===== src/rtl/hazard_ctrl_pkg.sv =====
`default_nettype none
// =============================================================================
// Module   : hazard_ctrl_pkg
// Brief    : Shared types and constants for the RV32I pipeline hazard control.
// Revision : 1.0 - initial release
// =============================================================================
package hazard_ctrl_pkg;

   typedef enum logic [1:0] {
      RUN  = 2'd0,
      WAIT = 2'd1,
      ERR  = 2'd2
   } state_e;

   localparam logic [1:0] FWD_RF  = 2'b00;
   localparam logic [1:0] FWD_MEM = 2'b01;
   localparam logic [1:0] FWD_WB  = 2'b10;

   // A producer only matters when it writes a real register (x0 is hardwired).
   function automatic logic src_match(
      input logic [4:0] rd,
      input logic       wren,
      input logic [4:0] rs
   );
      return wren && (rd != 5'd0) && (rd == rs);
   endfunction

endpackage : hazard_ctrl_pkg
`default_nettype wire


===== src/rtl/hazard_ctrl_fwd_unit.sv =====
`default_nettype none
// =============================================================================
// Module   : fwd_unit
// Brief    : EX-operand bypass select for one source operand.
// Revision : 1.0 - initial release
// =============================================================================
module fwd_unit
   import hazard_ctrl_pkg::*;
(
   input  logic [4:0] ex_rs_i,
   input  logic [4:0] mem_rd_i,
   input  logic       mem_rd_wren_i,
   input  logic [4:0] wb_rd_i,
   input  logic       wb_rd_wren_i,
   output logic [1:0] fwd_sel_o
);

   logic w_hit_mem;
   logic w_hit_wb;

   assign w_hit_mem = src_match(mem_rd_i, mem_rd_wren_i, ex_rs_i);
   assign w_hit_wb  = src_match(wb_rd_i, wb_rd_wren_i, ex_rs_i);

   // The younger MEM result must win over the older WB value.
   always_comb begin
      fwd_sel_o = FWD_RF;
      if (w_hit_mem) begin
         fwd_sel_o = FWD_MEM;
      end else if (w_hit_wb) begin
         fwd_sel_o = FWD_WB;
      end
   end

endmodule : fwd_unit
`default_nettype wire


===== src/rtl/hazard_ctrl.sv =====
`default_nettype none
// =============================================================================
// Module   : hazard_ctrl
// Brief    : 5-stage pipeline sequencer: enables, flushes, forwarding, memory
//            wait/timeout FSM and saturating stall/flush counters.
// Revision : 1.0 - initial release
// =============================================================================
module hazard_ctrl
   import hazard_ctrl_pkg::*;
#(
   parameter int TIMEOUT = 255,
   parameter int CNT_W   = 32
) (
   input  logic             clk_i,
   input  logic             rst_ni,
   input  logic [4:0]       id_rs1_i,
   input  logic [4:0]       id_rs2_i,
   input  logic             id_rs1_use_i,
   input  logic             id_rs2_use_i,
   input  logic [4:0]       ex_rs1_i,
   input  logic [4:0]       ex_rs2_i,
   input  logic [4:0]       ex_rd_i,
   input  logic             ex_rd_wren_i,
   input  logic             ex_is_load_i,
   input  logic             ex_br_taken_i,
   input  logic [4:0]       mem_rd_i,
   input  logic             mem_rd_wren_i,
   input  logic [4:0]       wb_rd_i,
   input  logic             wb_rd_wren_i,
   input  logic             mem_req_i,
   input  logic             mem_ack_i,
   output logic             pc_en_o,
   output logic             ifid_en_o,
   output logic             idex_en_o,
   output logic             exmem_en_o,
   output logic             memwb_en_o,
   output logic             ifid_flush_o,
   output logic             idex_flush_o,
   output logic [1:0]       fwd_a_o,
   output logic [1:0]       fwd_b_o,
   output logic             mem_err_o,
   output logic [CNT_W-1:0] stall_cnt_o,
   output logic [CNT_W-1:0] flush_cnt_o
);

   // Wait counter only has to reach TIMEOUT-1; the transition to ERR happens
   // on the cycle that would make it TIMEOUT.
   localparam int                 c_WAIT_W    = (TIMEOUT < 2) ? 1 : $clog2(TIMEOUT);
   localparam logic [c_WAIT_W-1:0] c_WAIT_LAST = c_WAIT_W'(TIMEOUT - 1);
   localparam logic [CNT_W-1:0]    c_CNT_MAX   = '1;

   state_e              r_state;
   logic [c_WAIT_W-1:0] r_wait_cnt;
   logic                r_mem_err;
   logic [CNT_W-1:0]    r_stall_cnt;
   logic [CNT_W-1:0]    r_flush_cnt;

   logic w_mem_busy;
   logic w_freeze;
   logic w_load_use;
   logic w_pc_en;
   logic w_ifid_en;
   logic w_idex_en;
   logic w_exmem_en;
   logic w_memwb_en;
   logic w_ifid_flush;
   logic w_idex_flush;
   logic w_stall_evt;
   logic w_flush_evt;

   fwd_unit u_fwd_a (
      .ex_rs_i       (ex_rs1_i),
      .mem_rd_i      (mem_rd_i),
      .mem_rd_wren_i (mem_rd_wren_i),
      .wb_rd_i       (wb_rd_i),
      .wb_rd_wren_i  (wb_rd_wren_i),
      .fwd_sel_o     (fwd_a_o)
   );

   fwd_unit u_fwd_b (
      .ex_rs_i       (ex_rs2_i),
      .mem_rd_i      (mem_rd_i),
      .mem_rd_wren_i (mem_rd_wren_i),
      .wb_rd_i       (wb_rd_i),
      .wb_rd_wren_i  (wb_rd_wren_i),
      .fwd_sel_o     (fwd_b_o)
   );

   assign w_mem_busy = mem_req_i && !mem_ack_i;
   assign w_freeze   = (r_state == ERR) || w_mem_busy;
   assign w_load_use = ex_is_load_i &&
                       ((id_rs1_use_i && src_match(ex_rd_i, ex_rd_wren_i, id_rs1_i)) ||
                        (id_rs2_use_i && src_match(ex_rd_i, ex_rd_wren_i, id_rs2_i)));

   always_comb begin
      w_pc_en      = 1'b1;
      w_ifid_en    = 1'b1;
      w_idex_en    = 1'b1;
      w_exmem_en   = 1'b1;
      w_memwb_en   = 1'b1;
      w_ifid_flush = 1'b0;
      w_idex_flush = 1'b0;
      if (w_freeze) begin
         w_pc_en    = 1'b0;
         w_ifid_en  = 1'b0;
         w_idex_en  = 1'b0;
         w_exmem_en = 1'b0;
         w_memwb_en = 1'b0;
      end else if (ex_br_taken_i) begin
         w_ifid_flush = 1'b1;
         w_idex_flush = 1'b1;
      end else if (w_load_use) begin
         // Hold IF and ID, push one bubble into EX.
         w_pc_en      = 1'b0;
         w_ifid_en    = 1'b0;
         w_idex_flush = 1'b1;
      end
   end

   assign pc_en_o      = w_pc_en;
   assign ifid_en_o    = w_ifid_en;
   assign idex_en_o    = w_idex_en;
   assign exmem_en_o   = w_exmem_en;
   assign memwb_en_o   = w_memwb_en;
   assign ifid_flush_o = w_ifid_flush;
   assign idex_flush_o = w_idex_flush;

   // A redirect held through a memory wait is only counted once it is applied.
   assign w_flush_evt = !w_freeze && ex_br_taken_i;
   assign w_stall_evt = (r_state != ERR) && !w_pc_en;

   always_ff @(posedge clk_i) begin
      if (!rst_ni) begin
         r_state    <= RUN;
         r_wait_cnt <= '0;
         r_mem_err  <= 1'b0;
      end else begin
         case (r_state)
            RUN: begin
               r_wait_cnt <= '0;
               if (w_mem_busy) begin
                  r_state <= WAIT;
               end
            end
            WAIT: begin
               if (mem_ack_i) begin
                  r_state    <= RUN;
                  r_wait_cnt <= '0;
               end else if (r_wait_cnt == c_WAIT_LAST) begin
                  r_state   <= ERR;
                  r_mem_err <= 1'b1;
               end else begin
                  r_wait_cnt <= r_wait_cnt + 1'b1;
               end
            end
            ERR: begin
               r_mem_err <= 1'b1;
            end
            default: begin
               r_state   <= ERR;
               r_mem_err <= 1'b1;
            end
         endcase
      end
   end

   always_ff @(posedge clk_i) begin
      if (!rst_ni) begin
         r_stall_cnt <= '0;
         r_flush_cnt <= '0;
      end else begin
         if (w_stall_evt && (r_stall_cnt != c_CNT_MAX)) begin
            r_stall_cnt <= r_stall_cnt + 1'b1;
         end
         if (w_flush_evt && (r_flush_cnt != c_CNT_MAX)) begin
            r_flush_cnt <= r_flush_cnt + 1'b1;
         end
      end
   end

   assign mem_err_o   = r_mem_err;
   assign stall_cnt_o = r_stall_cnt;
   assign flush_cnt_o = r_flush_cnt;

endmodule : hazard_ctrl
`default_nettype wire


===== config.mk =====
export PLATFORM = sky130hd
export DESIGN_NAME = hazard_ctrl
export DESIGN_NICKNAME = d
export VERILOG_FILES = /design/src/rtl/hazard_ctrl_pkg.sv /design/src/rtl/hazard_ctrl_fwd_unit.sv /design/src/rtl/hazard_ctrl.sv
export SDC_FILE = /design/constraint.sdc
export NUM_CORES = 1
export LEC_CHECK = 0
export BUFFER_PORTS_ARGS = -buffer_cell sky130_fd_sc_hd__clkbuf_2
export CAP_MARGIN = 25
export CORE_MARGIN = 2
export CORE_UTILIZATION = 25
export CTS_CLUSTER_SIZE = 8
export DETAILED_ROUTE_END_ITERATION = 8
export GPL_TIMING_DRIVEN = 0
export PLACE_DENSITY = 0.5
export SLEW_MARGIN = 20
export SYNTH_ARGS = -nofsm -noshare
export SYNTH_HDL_FRONTEND = slang
export SYNTH_HIERARCHICAL = 1
export SYNTH_SLANG_ARGS = --single-unit

===== constraint.sdc =====
create_clock -name clk_i -period 3.3 [get_ports clk_i]
set_clock_uncertainty 0.2 [all_clocks]
set_input_delay 0.33 -clock clk_i [delete_from_list [all_inputs] [get_ports clk_i]]
set_output_delay 0.33 -clock clk_i [all_outputs]
set_load 0.03 [all_outputs]

==> flow_summary.yaml, run 1 <==
sta:
  rsz0062_at_grt: "false"
  slew_violations: 0
  tns_ns: 0
  fin_hold_ws_ns: 0.1838
  hold_violations: 0
  finalWorstSetupSlack_ns: 0.3359
  min_period_ns: 2.964
  worst_pin_slew_ns: 0.7304
  timing.final.crit_share: 0.8982
  timing.fmax_mhz: 337.4
  setup_viol: 0
  max_slew_margin: 0.5131
drt:
  wl_met1_mm: 5.916
  wl_per_cell_um: 15.02
  top_layer: "met4"
  wl_met3_um: 553
  viasPerCell: 4.940
  drtAntennaViolNets: 0
  wirelength_mm: 13.05
  dr_wl_met2_mm: 6.335
  first_iter_violations: 238
  route.detailed.drc: 0
  vias: 4293
  dr.pass1.iters: 6
global_routing:
  grt_usage: 0.1477
  grt-ovfl-total: 0
  grt_pass1_vias: 4108
  grt_start_max_net_pins: 14
  antenna_found_initial: 0
  grt_pass1_wl_mm: 21.03
clocking:
  postCtsSetupBuffers: 0
  clk_latency_ns: 0.35
  cts_num_sinks: 75
  clockBufferDepth: 2
  clock-root-buffer: "clkbuf_16"
  clk_pin_slew_ns: 0.06
  cts_buffers: 9
  cts.htree.levels: 3
  cts_tree: "built"
floorplanning:
  dieArea_sq_um: 17830
  start_util: 0.2548
  core_area_sq_um: 16470
  dieWidth_um: 133.5
  die_h_um: 133.5
  pin_count: 122
  num_rows: 47
status:
  status: "finished clean"
synth:
  syn_avg_cell_area_sq_um: 8.194
  ys_types: 43
  ys_warn_count: 6
  synth_nets: 562
  yosys_register_bits: 75
  synthCells: 512
  ys_seq_area_frac: 0.3579
  syn_area_sq_um: 4195
placement:
  portBuffers: 120
  routabilityCongestion: 0.8274
  dp_cells: 852
  dpl.hpwl_mm: 9.675
  placedInstanceArea_sq_um: 5071
  pre_cts_slack_ns: 0.2001
critical_path:
  cp_max_fo: 10
  critPathBufInv: 2
  arrival_ns: 2.98
  critPathKind: "flop to flop"
  r2r-start: "stall_cnt_o[14]"
  crit_chain: "nand4_1 -> nor4_4 -> nand4_1 -> nor2_1 -> buf_2 -> buf_2 -> nor4_1 -> mux2i_1"
  cpPeakStageDelay_ns: 0.49
  required_ns: 3.32
  startpoint_type: "flop"
  cp-end-kind: "flop"
  cp_top_family: "simple AND/OR/NAND/NOR gates"
  rr_worst_depth: 8
  r2r_end: "stall_cnt_o[18]"
  ff2ff_setup_slack_ns: 0.34
  critPathSlowestCell: "nor4_4"
flow_run:
  cap_violations: 0
power:
  power_mw: 2.121
  power_leakage_nw: 1.996
  switching_share: 0.2529
  pwr-share-comb: 0.088
  seq_power_share: 0.433
  pwr-share-clk: 0.479
  ir_drop_uv: 242.6
  p_per_area_nw_per_um2: 393.4
  p_int_mw: 1.585
  power.switching_uw: 536.4
min_path:
  holdPathEnd: "r_state[0]"
  worstHoldPathCells: 4
  hp-start: "mem_req_i"
  worstHoldPathType: "input port to flop"
cells_and_area:
  syn2layout_area_growth_pct: 28.51
  fin_cells: 869
  post-route-util: 0.3274
  fin_nets: 694
  final_area_sq_um: 5391
  insertedDiodeCount: 0
  drive_gt1_frac: 0.2450
## synth_stat cells
library cell / number / area share
nor3_2: 2 / 0.0048
dfxtp_1: 75 / 0.36
nor4_1: 13 / 0.019
inv_2: 1 / 0.00089
a211o_1: 1 / 0.0021
a211oi_2: 2 / 0.0060
o221a_2: 1 / 0.0027
nand2_1: 47 / 0.042
inv_1: 9 / 0.0081
o41ai_2: 2 / 0.0078
nand2b_1: 11 / 0.016
a31oi_1: 1 / 0.0015
o21ai_0: 10 / 0.012
and2_1: 6 / 0.0089
nand4_1: 26 / 0.039
xnor2_1: 23 / 0.048
and4_1: 5 / 0.010
nand3_1: 33 / 0.039
nor4_4: 1 / 0.0051
nor4_2: 1 / 0.0030
o31ai_1: 18 / 0.032
o211ai_1: 3 / 0.0054
or3_1: 13 / 0.019
xor2_1: 34 / 0.071
nor3_1: 8 / 0.0095
buf_6: 3 / 0.0081
and3_1: 6 / 0.0089
nor4b_1: 5 / 0.010
nor2b_1: 2 / 0.0030
clkbuf_1: 13 / 0.012
mux2i_1: 11 / 0.026
nor2_1: 54 / 0.048
a21o_1: 2 / 0.0036
o21ai_1: 1 / 0.0012
or4_1: 20 / 0.036
buf_2: 2 / 0.0024
nor4bb_1: 1 / 0.0024
buf_4: 5 / 0.0089
a21oi_1: 34 / 0.041
o21a_1: 1 / 0.0018
buf_1: 1 / 0.00089
ha_1: 4 / 0.012
or2_2: 1 / 0.0015
## worst max-delay path by stage
stage	start	end	slack (ns)	cells past startpoint
2_1_floorplan	flush_cnt_o[0]	flush_cnt_o[3]	0.63	9
3_3_place_gp	stall_cnt_o[14]	stall_cnt_o[25]	0.26	8
3_5_place_dp	stall_cnt_o[14]	stall_cnt_o[20]	0.20	8
4_1_cts	stall_cnt_o[14]	stall_cnt_o[20]	0.18	8
5_1_grt	flush_cnt_o[0]	flush_cnt_o[10]	0.04	9
6_report	stall_cnt_o[14]	stall_cnt_o[18]	0.34	8
## worst min-delay path, delay by kind of cell
kind | cells | cell delay, ns
buffers and inverters | 1 | 0.10
AND/OR/NAND/NOR | 2 | 0.21
AO/OA/AOI/OAI | 1 | 0.04
## layer usage
metal  GRT usage  vias to the layer above
li1            -                     2135
met1      0.1806                     2039
met2      0.2529                       96
met3     0.03729                       23
met4     0.04965                        0
met5           0                        -
## cell type report
| class | instances | area, sq um |
|---|---|---|
| clock buffers | 10 | 239.0 |
| plain buffers | 24 | 135.1 |
| clock inverters | 6 | 63.81 |
| flip-flops and latches | 75 | 1501 |
| inverters | 10 | 37.54 |
| fillers | 1770 | 11070 |
| repair buffers | 121 | 610.6 |
| well taps | 220 | 275.3 |
| multi-input cells | 403 | 2529 |
## state kept, by name (all words and copies together) (netlist names)
name	cells
stall_cnt_o	32
flush_cnt_o	32
r_state	2
r_wait_cnt	8
mem_err_o	1
## layout by cell type, fill, tap and decap left out, types with 3 or more instances in the layout
cell type	netlist	final
or3_1	13	13
ha_1	4	4
xor2_1	34	34
buf_6	3	3
nor3_1	8	8
buf_4	5	5
nand4_1	26	26
xnor2_1	23	23
or4_1	20	20
o21ai_0	10	10
nand2_1	47	47
nor4b_1	5	5
and4_1	5	5
dfxtp_1	75	75
nand3_1	33	33
nor4_1	13	13
inv_1	9	9
clkbuf_2	0	121
and3_1	6	6
o31ai_1	18	18
nand2b_1	11	11
clkbuf_1	13	12
and2_1	6	6
nor2_1	54	54
mux2i_1	11	11
clkbuf_16	0	9
o211ai_1	3	3
a21oi_1	34	34
## power groups by stage
stage / sequential (mW) / clock [mW] / combinational, mW
2_1_floorplan: 0.943 / 0 / 0.0987
3_3_place_gp: 0.938 / 0 / 0.183
3_5_place_dp: 0.938 / 0 / 0.186
4_1_cts: 0.917 / 1.05 / 0.188
5_1_grt: 0.918 / 1.08 / 0.203
6_report: 0.918 / 1.02 / 0.186
## cells by family (layout without fill, tap and decap cells)
group	Yosys count	count (layout)	synth area share
adders and majority gates	4	4	0.01193
muxes	11	11	0.02625
xor gates and xnor gates	57	57	0.1190
and+or+nand+nor	255	255	0.3275
buffers and inverters	34	171	0.04086
DFF	75	75	0.3579
AOI/OAI and AO/OA	76	76	0.1166
## what timing repair did
| item | CTS | global route |
|---|---|---|
| hold endpoints to repair | 1 | 0 |
| endpoints found under the setup margin | 0 | 12 |
| gates resized for setup | 0 | 3 |
| hold buffers | 1 | 0 |
Power figures use the tool's default switching activity.
==> run 2, diff against run 1 <==
--- a/config.mk
+++ b/config.mk
@@ -8,11 +8,11 @@
 export BUFFER_PORTS_ARGS = -buffer_cell sky130_fd_sc_hd__clkbuf_2
 export CAP_MARGIN = 25
 export CORE_MARGIN = 2
-export CORE_UTILIZATION = 25
+export CORE_UTILIZATION = 30
 export CTS_CLUSTER_SIZE = 8
 export DETAILED_ROUTE_END_ITERATION = 8
 export GPL_TIMING_DRIVEN = 0
-export PLACE_DENSITY = 0.5
+export PLACE_DENSITY = 0.57
 export SLEW_MARGIN = 20
 export SYNTH_ARGS = -nofsm -noshare
 export SYNTH_HDL_FRONTEND = slang
==> flow_summary.yaml, run 2 (same netlist as run 1, synthesis figures left out) <==
clocking:
  clock-root-buffer: "clkbuf_16"
  cts_tree: "built"
  cts_buffers: 9
  cts_num_sinks: 75
  postCtsSetupBuffers: 0
  clockBufferDepth: 2
  clk_pin_slew_ns: 0.06
  clk_latency_ns: 0.34
  cts.htree.levels: 3
drt:
  dr.pass1.iters: 5
  wl_per_cell_um: 14.88
  drtAntennaViolNets: 0
  first_iter_violations: 199
  wirelength_mm: 12.34
  vias: 4260
  viasPerCell: 5.139
  route.detailed.drc: 0
cells_and_area:
  multiInputGateArea_sq_um: 2529
  most-common-layout-cells: "121 x clkbuf_2, 75 x dfxtp_1, 54 x nor2_1, 47 x nand2_1"
  final_common_cell: "clkbuf_2"
  seq_area_sq_um: 1501
  fillers: 1461
  insertedDiodeCount: 0
  syn2layout_area_growth_pct: 26.57
  fin_nets: 694
  drive_gt1_frac: 0.2435
power:
  ir_drop_uv: 226.5
  p_per_area_nw_per_um2: 377.0
  power_leakage_nw: 1.979
  power_mw: 2.002
min_path:
  worstHoldPathType: "input port to flop"
  hp-start: "mem_req_i"
  worstHoldPathCells: 4
  holdPathEnd: "r_state[0]"
global_routing:
  grt_start_max_net_pins: 14
  grt_pass1_vias: 3909
  grt-busiest-layer: "met2"
  grt_use_met3: 0.04089
  grt-ovfl-total: 0
  grt_pass1_wl_mm: 19.35
  met1_usage: 0.2002
  grt_util_met2: 0.2882
  grt_usage: 0.1650
  antenna_found_initial: 0
floorplanning:
  die_h_um: 122.3
  core_area_sq_um: 13770
  pin_count: 122
  num_rows: 43
  dieArea_sq_um: 14950
  start_util: 0.3046
  dieWidth_um: 122.3
critical_path:
  cp-end-kind: "flop"
  rr_worst_depth: 8
  startpoint_type: "flop"
  arrival_ns: 2.95
  r2r-start: "stall_cnt_o[14]"
  required_ns: 3.32
  r2r_end: "stall_cnt_o[12]"
  cp_max_fo: 10
  ff2ff_setup_slack_ns: 0.37
  critPathKind: "flop to flop"
sta:
  min_period_ns: 2.934
  rsz0062_at_grt: "false"
  timing.final.crit_share: 0.8892
  hold_violations: 0
  timing.fmax_mhz: 340.8
  slew_violations: 0
  worst_pin_slew_ns: 0.6105
  setup_viol: 0
  tns_ns: 0
  max_slew_margin: 0.5930
placement:
  dpl.hpwl_mm: 9.260
  portBuffers: 120
  routabilityCongestion: 0.8032
status:
  status: "finished clean"
flow_run:
  cap_violations: 0
[run 2: metal layers]
| layer | vias to the layer above | wire length, um |
|---|---|---|
| li1 | 2129 | - |
| met1 | 1991 | 5394 |
| met2 | 124 | 5927 |
| met3 | 16 | 845 |
| met4 | 0 | 171 |
| met5 | - | 0 |
[run 2: repair_timing]
item / 4_1_cts / 5_1_grt
hold buffers: 1 / 0
gates resized for setup: 0 / 3
hold endpoints to repair: 1 / 0
endpoints found under the setup margin: 0 / 6
[run 2: worst max path at each step]
stage	from	end
after floorplan	flush_cnt_o[0]	flush_cnt_o[3]
after global placement	stall_cnt_o[14]	stall_cnt_o[0]
after detailed placement	stall_cnt_o[14]	stall_cnt_o[29]
after CTS	stall_cnt_o[14]	stall_cnt_o[29]
after global routing	flush_cnt_o[0]	flush_cnt_o[19]
final	stall_cnt_o[14]	stall_cnt_o[12]
[run 2: critical path, cell delays in order (launching register included)]
cell and delay (ns):
dfxtp_1 0.44, nand4_1 0.28, nor4_4 0.48, nand4_1 0.27, nor2_1 0.29, buf_2 0.29
buf_2 0.30, nor3_1 0.11, mux2i_1 0.15
[run 2: cell type report]
cell class                      count  share of cell area
Multi-Input combinational cell    403              0.4762
Timing Repair Buffer              121              0.1150
Inverter                           10            0.007069
Clock inverter                      6            0.008011
Clock buffer                       10             0.04312
Tap cell                          180             0.04241
Sequential cell                    75              0.2828
Buffer                             24             0.02545
[run 2: power by group]
part	leakage, nW	internal, mW	total [mW]	switching (mW)
Combinational	1.25	0.0689	0.183	0.114
Sequential	0.605	0.910	0.917	0.00720
Clock	0.128	0.509	0.902	0.393
Total	1.98	1.49	2.00	0.514
[run 2: per-stage QoR]
stage               instance area (sq um)  hold slack (ns)  instances  utilization  worst slack (ns)
floorplan                            4195           0.2093        512            -            0.6307
global placement                     5021           0.2594        812       0.3646            0.3621
detailed placement                   5021           0.2584        812       0.3646            0.2906
CTS                                  5303           0.1862        829       0.3850            0.2695
global route                         5310           0.2101        829       0.3855            0.1366
finish                               5310           0.1982        829       0.3855            0.3656
